`config.mk`:
```
export PLATFORM = sky130hd
export DESIGN_NAME = branch_target_buffer_flat
export DESIGN_NICKNAME = d
export VERILOG_FILES = /design/src/rtl/btb_pkg.sv /design/src/rtl/branch_target_buffer_if.sv /design/src/rtl/branch_target_buffer_sat_counter2.sv /design/src/rtl/branch_target_buffer.sv /design/src/flat_wrapper.sv
export SDC_FILE = /design/constraint.sdc
export NUM_CORES = 2
export LEC_CHECK = 0
export BUFFER_PORTS_ARGS = -buffer_cell sky130_fd_sc_hd__buf_2
export CORE_UTILIZATION = 50
export CTS_CLUSTER_DIAMETER = 80
export CTS_CLUSTER_SIZE = 28
export DETAILED_ROUTE_END_ITERATION = 16
export GPL_TIMING_DRIVEN = 0
export PLACE_DENSITY = 0.74
export SYNTH_ARGS = -nofsm -noshare
export SYNTH_HDL_FRONTEND = slang
export SYNTH_SLANG_ARGS = --single-unit
```
`constraint.sdc`:
```
create_clock -name clk_i -period 5.3 [get_ports clk_i]
set_input_delay 0.795 -clock clk_i [delete_from_list [all_inputs] [get_ports clk_i]]
set_output_delay 0.795 -clock clk_i [all_outputs]
set_load 0.005 [all_outputs]
```
`src/rtl/btb_pkg.sv`:
```
// Shared definitions for the branch target buffer: the 2-bit predictor encoding,
// the PC increment for the fall-through path, and the entry field order.
// Latency: n/a (types/constants only). Backpressure: n/a.
package btb_pkg;

  // 2-bit saturating predictor state; the MSB is the taken prediction.
  typedef logic [1:0] ctr_t;

  localparam ctr_t CTR_SNT = 2'd0;  // strong not-taken
  localparam ctr_t CTR_WNT = 2'd1;  // weak not-taken (reset state)
  localparam ctr_t CTR_WT  = 2'd2;  // weak taken (state on allocation)
  localparam ctr_t CTR_ST  = 2'd3;  // strong taken

  // Sequential fetch advances by one 32-bit instruction.
  localparam int unsigned PC_INC = 4;

  // Entry record layout, MSB to LSB: valid, tag, target, ctr.
  // The tag and target widths depend on the table geometry, so the packed
  // struct itself is declared next to the table, in this field order.
  localparam int ENTRY_CTR_W = $bits(ctr_t);

endpackage

```
`src/rtl/branch_target_buffer_if.sv`:
```
// Lookup/update/statistics bundle between the IF/ID stages and the BTB.
// Latency: lookup signals are combinational, update is applied at the next edge.
// Backpressure: none; every lookup and update is accepted unconditionally.
// Ports: lookup_* (IF fetch PC and prediction), upd_* (ID resolution),
// invalidate_i (flush all valid bits), lookup_cnt_o/hit_cnt_o (statistics).
interface branch_target_buffer_if #(
  parameter int ADDR_W = 32,
  parameter int CNT_W  = 32
);
  logic              lookup_valid_i;
  logic [ADDR_W-1:0] lookup_pc_i;
  logic              hit_o;
  logic              pred_taken_o;
  logic [ADDR_W-1:0] pred_next_pc_o;
  logic              upd_valid_i;
  logic [ADDR_W-1:0] upd_pc_i;
  logic              upd_taken_i;
  logic [ADDR_W-1:0] upd_target_i;
  logic              invalidate_i;
  logic [CNT_W-1:0]  lookup_cnt_o;
  logic [CNT_W-1:0]  hit_cnt_o;

  // Pipeline side: drives fetch PC and resolutions, consumes predictions.
  modport master (
    output lookup_valid_i, lookup_pc_i,
    output upd_valid_i, upd_pc_i, upd_taken_i, upd_target_i, invalidate_i,
    input  hit_o, pred_taken_o, pred_next_pc_o, lookup_cnt_o, hit_cnt_o
  );

  // BTB side.
  modport slave (
    input  lookup_valid_i, lookup_pc_i,
    input  upd_valid_i, upd_pc_i, upd_taken_i, upd_target_i, invalidate_i,
    output hit_o, pred_taken_o, pred_next_pc_o, lookup_cnt_o, hit_cnt_o
  );
endinterface

```
`src/rtl/branch_target_buffer_sat_counter2.sv`:
```
// 2-bit saturating predictor next-state: count up on taken, down on not-taken.
// Latency: purely combinational.
// Backpressure: n/a. Ports: i_ctr (current state), i_taken (outcome), o_ctr_nxt.
module sat_counter2
  import btb_pkg::*;
(
  input  ctr_t i_ctr,
  input  logic i_taken,
  output ctr_t o_ctr_nxt
);

  always_comb begin
    o_ctr_nxt = i_ctr;
    if (i_taken) begin
      if (i_ctr != CTR_ST) o_ctr_nxt = i_ctr + 2'd1;
    end else begin
      if (i_ctr != CTR_SNT) o_ctr_nxt = i_ctr - 2'd1;
    end
  end

endmodule

```
`src/rtl/branch_target_buffer.sv`:
```
// Direct-mapped branch target buffer with per-entry 2-bit predictors and stats.
// Latency: zero-cycle lookup from registered state; updates visible next cycle.
// Backpressure: none. Ports: clk_i, rst_i (sync, active-high), bus (slave).
module branch_target_buffer
  import btb_pkg::*;
#(
  parameter int ADDR_W  = 32,
  parameter int ENTRIES = 16,
  parameter int CNT_W   = 32
) (
  input logic                   clk_i,
  input logic                   rst_i,
  branch_target_buffer_if.slave bus
);

  localparam int IDX_W = $clog2(ENTRIES);
  localparam int TAG_W = ADDR_W - IDX_W - 2;

  typedef struct packed {
    logic              valid;
    logic [TAG_W-1:0]  tag;
    logic [ADDR_W-1:0] target;
    ctr_t              ctr;
  } entry_t;

  // Flop array rather than RAM: the lookup path must not add a cycle.
  entry_t           r_tbl [ENTRIES];
  logic [CNT_W-1:0] r_lookup_cnt;
  logic [CNT_W-1:0] r_hit_cnt;

  logic [IDX_W-1:0] w_lk_idx;
  logic [TAG_W-1:0] w_lk_tag;
  entry_t           w_lk_ent;
  logic             w_hit;
  logic             w_pred_taken;

  logic [IDX_W-1:0] w_up_idx;
  logic [TAG_W-1:0] w_up_tag;
  entry_t           w_up_ent;
  logic             w_up_hit;
  ctr_t             w_up_ctr_nxt;

  // Instruction-alignment bits carry no addressing information.
  logic             w_unused_pc_lsbs;
  assign w_unused_pc_lsbs = ^{bus.lookup_pc_i[1:0], bus.upd_pc_i[1:0]};

  // Lookup: reads pre-update state, so a same-index update in this cycle
  // is not bypassed to the fetch.
  assign w_lk_idx     = bus.lookup_pc_i[IDX_W+1:2];
  assign w_lk_tag     = bus.lookup_pc_i[ADDR_W-1:IDX_W+2];
  assign w_lk_ent     = r_tbl[w_lk_idx];
  assign w_hit        = w_lk_ent.valid && (w_lk_ent.tag == w_lk_tag);
  assign w_pred_taken = w_hit && w_lk_ent.ctr[1];

  assign bus.hit_o          = w_hit;
  assign bus.pred_taken_o   = w_pred_taken;
  assign bus.pred_next_pc_o = w_pred_taken ? w_lk_ent.target
                                           : bus.lookup_pc_i + ADDR_W'(PC_INC);
  assign bus.lookup_cnt_o   = r_lookup_cnt;
  assign bus.hit_cnt_o      = r_hit_cnt;

  assign w_up_idx = bus.upd_pc_i[IDX_W+1:2];
  assign w_up_tag = bus.upd_pc_i[ADDR_W-1:IDX_W+2];
  assign w_up_ent = r_tbl[w_up_idx];
  assign w_up_hit = w_up_ent.valid && (w_up_ent.tag == w_up_tag);

  sat_counter2 u_sat_counter2 (
    .i_ctr     (w_up_ent.ctr),
    .i_taken   (bus.upd_taken_i),
    .o_ctr_nxt (w_up_ctr_nxt)
  );

  always_ff @(posedge clk_i) begin
    if (rst_i) begin
      for (int i = 0; i < ENTRIES; i++) begin
        r_tbl[i].valid  <= 1'b0;
        r_tbl[i].tag    <= '0;
        r_tbl[i].target <= '0;
        r_tbl[i].ctr    <= CTR_WNT;
      end
      r_lookup_cnt <= '0;
      r_hit_cnt    <= '0;
    end else begin
      // Statistics keep counting through invalidation; they wrap naturally.
      if (bus.lookup_valid_i) begin
        r_lookup_cnt <= r_lookup_cnt + CNT_W'(1);
        if (w_hit) r_hit_cnt <= r_hit_cnt + CNT_W'(1);
      end

      if (bus.invalidate_i) begin
        // Only valid bits clear; ctr/target are retained and the update drops.
        for (int i = 0; i < ENTRIES; i++) begin
          r_tbl[i].valid <= 1'b0;
        end
      end else if (bus.upd_valid_i) begin
        if (w_up_hit) begin
          r_tbl[w_up_idx].ctr <= w_up_ctr_nxt;
          if (bus.upd_taken_i) r_tbl[w_up_idx].target <= bus.upd_target_i;
        end else if (bus.upd_taken_i) begin
          // Allocate by overwrite; any alias at this index is evicted.
          r_tbl[w_up_idx] <= '{valid: 1'b1, tag: w_up_tag,
                               target: bus.upd_target_i, ctr: CTR_WT};
        end
      end
    end
  end

endmodule
```
`src/flat_wrapper.sv`:
```
// flat-port wrapper written by rule: the top's interface ports become plain ports
module branch_target_buffer_flat import btb_pkg::*;
#(
  parameter int ADDR_W  = 32,
  parameter int ENTRIES = 16,
  parameter int CNT_W   = 32
)
  (clk_i, rst_i, bus_lookup_valid_i, bus_lookup_pc_i, bus_upd_valid_i, bus_upd_pc_i, bus_upd_taken_i, bus_upd_target_i, bus_invalidate_i, bus_hit_o, bus_pred_taken_o, bus_pred_next_pc_o, bus_lookup_cnt_o, bus_hit_cnt_o);
  branch_target_buffer_if #(.ADDR_W(ADDR_W), .CNT_W(CNT_W)) bus_i ();
  input logic clk_i;
  input logic rst_i;
  input wire logic [$bits(bus_i.lookup_valid_i)-1:0] bus_lookup_valid_i;
  input wire logic [$bits(bus_i.lookup_pc_i)-1:0] bus_lookup_pc_i;
  input wire logic [$bits(bus_i.upd_valid_i)-1:0] bus_upd_valid_i;
  input wire logic [$bits(bus_i.upd_pc_i)-1:0] bus_upd_pc_i;
  input wire logic [$bits(bus_i.upd_taken_i)-1:0] bus_upd_taken_i;
  input wire logic [$bits(bus_i.upd_target_i)-1:0] bus_upd_target_i;
  input wire logic [$bits(bus_i.invalidate_i)-1:0] bus_invalidate_i;
  output wire logic [$bits(bus_i.hit_o)-1:0] bus_hit_o;
  output wire logic [$bits(bus_i.pred_taken_o)-1:0] bus_pred_taken_o;
  output wire logic [$bits(bus_i.pred_next_pc_o)-1:0] bus_pred_next_pc_o;
  output wire logic [$bits(bus_i.lookup_cnt_o)-1:0] bus_lookup_cnt_o;
  output wire logic [$bits(bus_i.hit_cnt_o)-1:0] bus_hit_cnt_o;
  assign bus_i.lookup_valid_i = bus_lookup_valid_i;
  assign bus_i.lookup_pc_i = bus_lookup_pc_i;
  assign bus_i.upd_valid_i = bus_upd_valid_i;
  assign bus_i.upd_pc_i = bus_upd_pc_i;
  assign bus_i.upd_taken_i = bus_upd_taken_i;
  assign bus_i.upd_target_i = bus_upd_target_i;
  assign bus_i.invalidate_i = bus_invalidate_i;
  assign bus_hit_o = bus_i.hit_o;
  assign bus_pred_taken_o = bus_i.pred_taken_o;
  assign bus_pred_next_pc_o = bus_i.pred_next_pc_o;
  assign bus_lookup_cnt_o = bus_i.lookup_cnt_o;
  assign bus_hit_cnt_o = bus_i.hit_cnt_o;
  branch_target_buffer #(.ADDR_W(ADDR_W), .ENTRIES(ENTRIES), .CNT_W(CNT_W)) u_core (.clk_i(clk_i), .rst_i(rst_i), .bus(bus_i));
endmodule
```
==> metrics.txt <==
CTS tree built; cell count after synthesis 3,871; status complete, but fails checks; hold path depth 2; die width 330 um; hold_sp bus_upd_target_i[15]; synthesized area 0.0537 mm2; DP Wirelength 152,000 um; Synth Warn # 0; routed vias 40,602; r2r startpoint u_core.r_tbl[2][38]; Antenna Nets Post-Route 0; Yosys top cell by area edfxtp_1; Worst-path clk slew 0.11 ns; R2R depth 12; CP startpoint kind primary input; Leak 0.0218 uW; CP peak stage delay 0.70 ns; clk buf depth 3; Highest Clock Rate 182 MHz; Slowest-stage cell, CP a2111o_2; failing checks setup timing; core area 0.106 mm2; #FFs+latches synth 1,040; final setup margin -0.202 ns; routed len/inst 37.7 um; Total Wirelength 211,000 um; Unique masters post-synth 86; Hold Path End u_core.r_tbl[1][17]; final setup vio count 262; crit end category flip-flop; share of layout cells above drive strength 1 23.5%; drt initial violations 7,872; global route overflow 0; final net count 4,276; die height 330 um; final hold violation count 0; critical path arrival 5.96 ns; clk sink count 1,040; Starting Density 50.7%; number of CTS-inserted buffers 50; Std-Cell Rows 119; CP Buf/Inv Count 8; die area 0.109 mm2; Pwr Total 17,000 uW; Post-Syn Nets 3,976; RSZ-0062 raised after global routing true; post-place setup slack -2.62 ns; DR DRC count 0; Seq/Total Area, Yosys 56.7%; final max-slew violation count 0; Root Driver clkbuf_16; syn_area_per_cell 13.9 um2; synth-to-layout area growth 12.5%; GPL Wtd Cong 1.03; final period utilization 104%; largest delay contributor family on the critical path buffers and inverters; all-layer global routing usage 38.2%; vias per inst 7.24; Tmin final 5.50 ns; first-pass GRT wire length 288,000 um; # H-tree levels 2; critical path class primary input to flip-flop; Power Density 281 mW/mm2; insertion delay to the later sink of the worst-skew pair 0.75 ns; top cell type's share of synthesized area 53.7%; Util after Layout 57.1%; Max VDD drop 0.249 mV; dominant register cell in the synthesized netlist edfxtp_1; transition time of the tightest slew-check pin 1.29 ns; Req. time, crit path 5.76 ns; Post-synth EDFFs 960; Synth top cells by count edfxtp_1, and3_1, mux4_2, nor3_1, clkbuf_1; largest net degree at the start of global routing 30; initial antenna violation count 23; reg-to-reg slack, setup 0.37 ns; Port Buf Inserts 181; Critical Path, Cell by Cell buf_6 > buf_8 > buf_6 > buf_8 > buf_4 > mux2i_1 > a22oi_1 > nand2_1 > a21oi_1 > nand4_1 > a2111o_2 > nor4b_2 > buf_2 > buf_2 > o21bai_4 > buf_16; vias in the first global route 37,682; clock skew 0.0646 ns; Relative slew margins 13.2%; Synth area leaders edfxtp_1, mux4_2, and3_1, mux2i_1, dfxtp_1; First-pass DRT Iterations 7; Crit Path Max Fanout 15; RR Endpoint u_core.r_tbl[5][59]; maxcap violations 0; Worst Hold Class primary input to flip-flop; cell with the most instances after synthesis edfxtp_1; number of top-level pins 200; setup TNS -24.01 ns; Post-synth ARST share 0%
[logic make-up (layout without fill, tap and decap cells)]
kind of cell / Yosys count / in the layout / share of synthesized area [%]
and+or+nand+nor: 1413 / 1413 / 15.1
other: 0 / 14 / 0
adders and majority gates: 4 / 4 / 0.0886
DFF: 1040 / 1040 / 56.7
buffers and inverters: 467 / 800 / 4.03
AOI/OAI and AO/OA: 266 / 266 / 3.49
muxes: 585 / 585 / 19.0
xor gates and xnor gates: 96 / 96 / 1.58
[where the power goes]
group / switching (uW) / internal [uW]
Clock: 2980 / 1990
Sequential: 176 / 9330
Combinational: 1570 / 954
Total: 4730 / 12300
[metal layers]
layer	wire, um	GRT usage, %	up-vias
met5	122	0	-
met1	72500	50.3	20143
met3	37800	16.5	712
met2	89200	54.7	4067
li1	-	-	15662
met4	11800	17.3	18
[registers in the layout, summed over array words and instances, names as in the netlist]
name and cells:
u_core.r_tbl 976, u_core.bus.lookup_cnt_o 32, u_core.bus.hit_cnt_o 32
[area by class of cell]
cell class,instances,area [um2]
Inverter,35,131
Clock inverter,26,390
Timing Repair Buffer,248,2040
Antenna cell,14,35.0
Multi-Input combinational cell,2364,21900
Buffer,432,2460
Sequential cell,1040,30400
Tap cell,1391,1740
Clock buffer,59,1280
Fill cell,8355,45400
[placed cells by master, fill, tap and decap left out, types with 115 or more instances in the layout]
master    synthesis  layout
and3_1          367     367
and2_1          169     169
edfxtp_1        960     960
clkbuf_1        290     272
nand2_1         115     115
buf_2            63     231
nor3_1          298     296
nor3b_1         145     145
mux2i_1         167     131
mux4_2          336     336
[stage by stage]
step | cells | cell area, um2 | hold WS (ns)
after global routing | 5598 | 60400 | 0.456
after floorplan | 3871 | 53700 | 0.436
final | 5609 | 60400 | 0.445
after CTS | 5579 | 59900 | 0.420
after detailed placement | 5475 | 57200 | 0.464
after global placement | 5443 | 56300 | 0.447
[what timing repair did]
action	4_1_cts	5_1_grt
setup endpoints to repair	440	153
buffers inserted	19	13
cloned	0	3
gates resized for setup	204	65
hold buffers	0	0
pin swaps	4	6
[worst max-delay path by stage]
| stage | cells past startpoint | endpoint | slack, ns | start |
|---|---|---|---|---|
| floorplan | 14 | u_core.r_tbl[0][34] | 0.63 | bus_upd_pc_i[2] |
| global placement | 14 | bus_pred_next_pc_o[2] | -2.59 | bus_lookup_pc_i[3] |
| detailed placement | 14 | bus_pred_next_pc_o[2] | -2.62 | bus_lookup_pc_i[3] |
| CTS | 16 | bus_pred_next_pc_o[4] | -0.10 | bus_lookup_pc_i[2] |
| global route | 16 | bus_pred_next_pc_o[23] | -0.07 | bus_lookup_pc_i[2] |
| finish | 16 | u_core.r_tbl[5][59] | -0.20 | bus_upd_pc_i[3] |
Note: power is estimated with default switching activity, not from simulation.
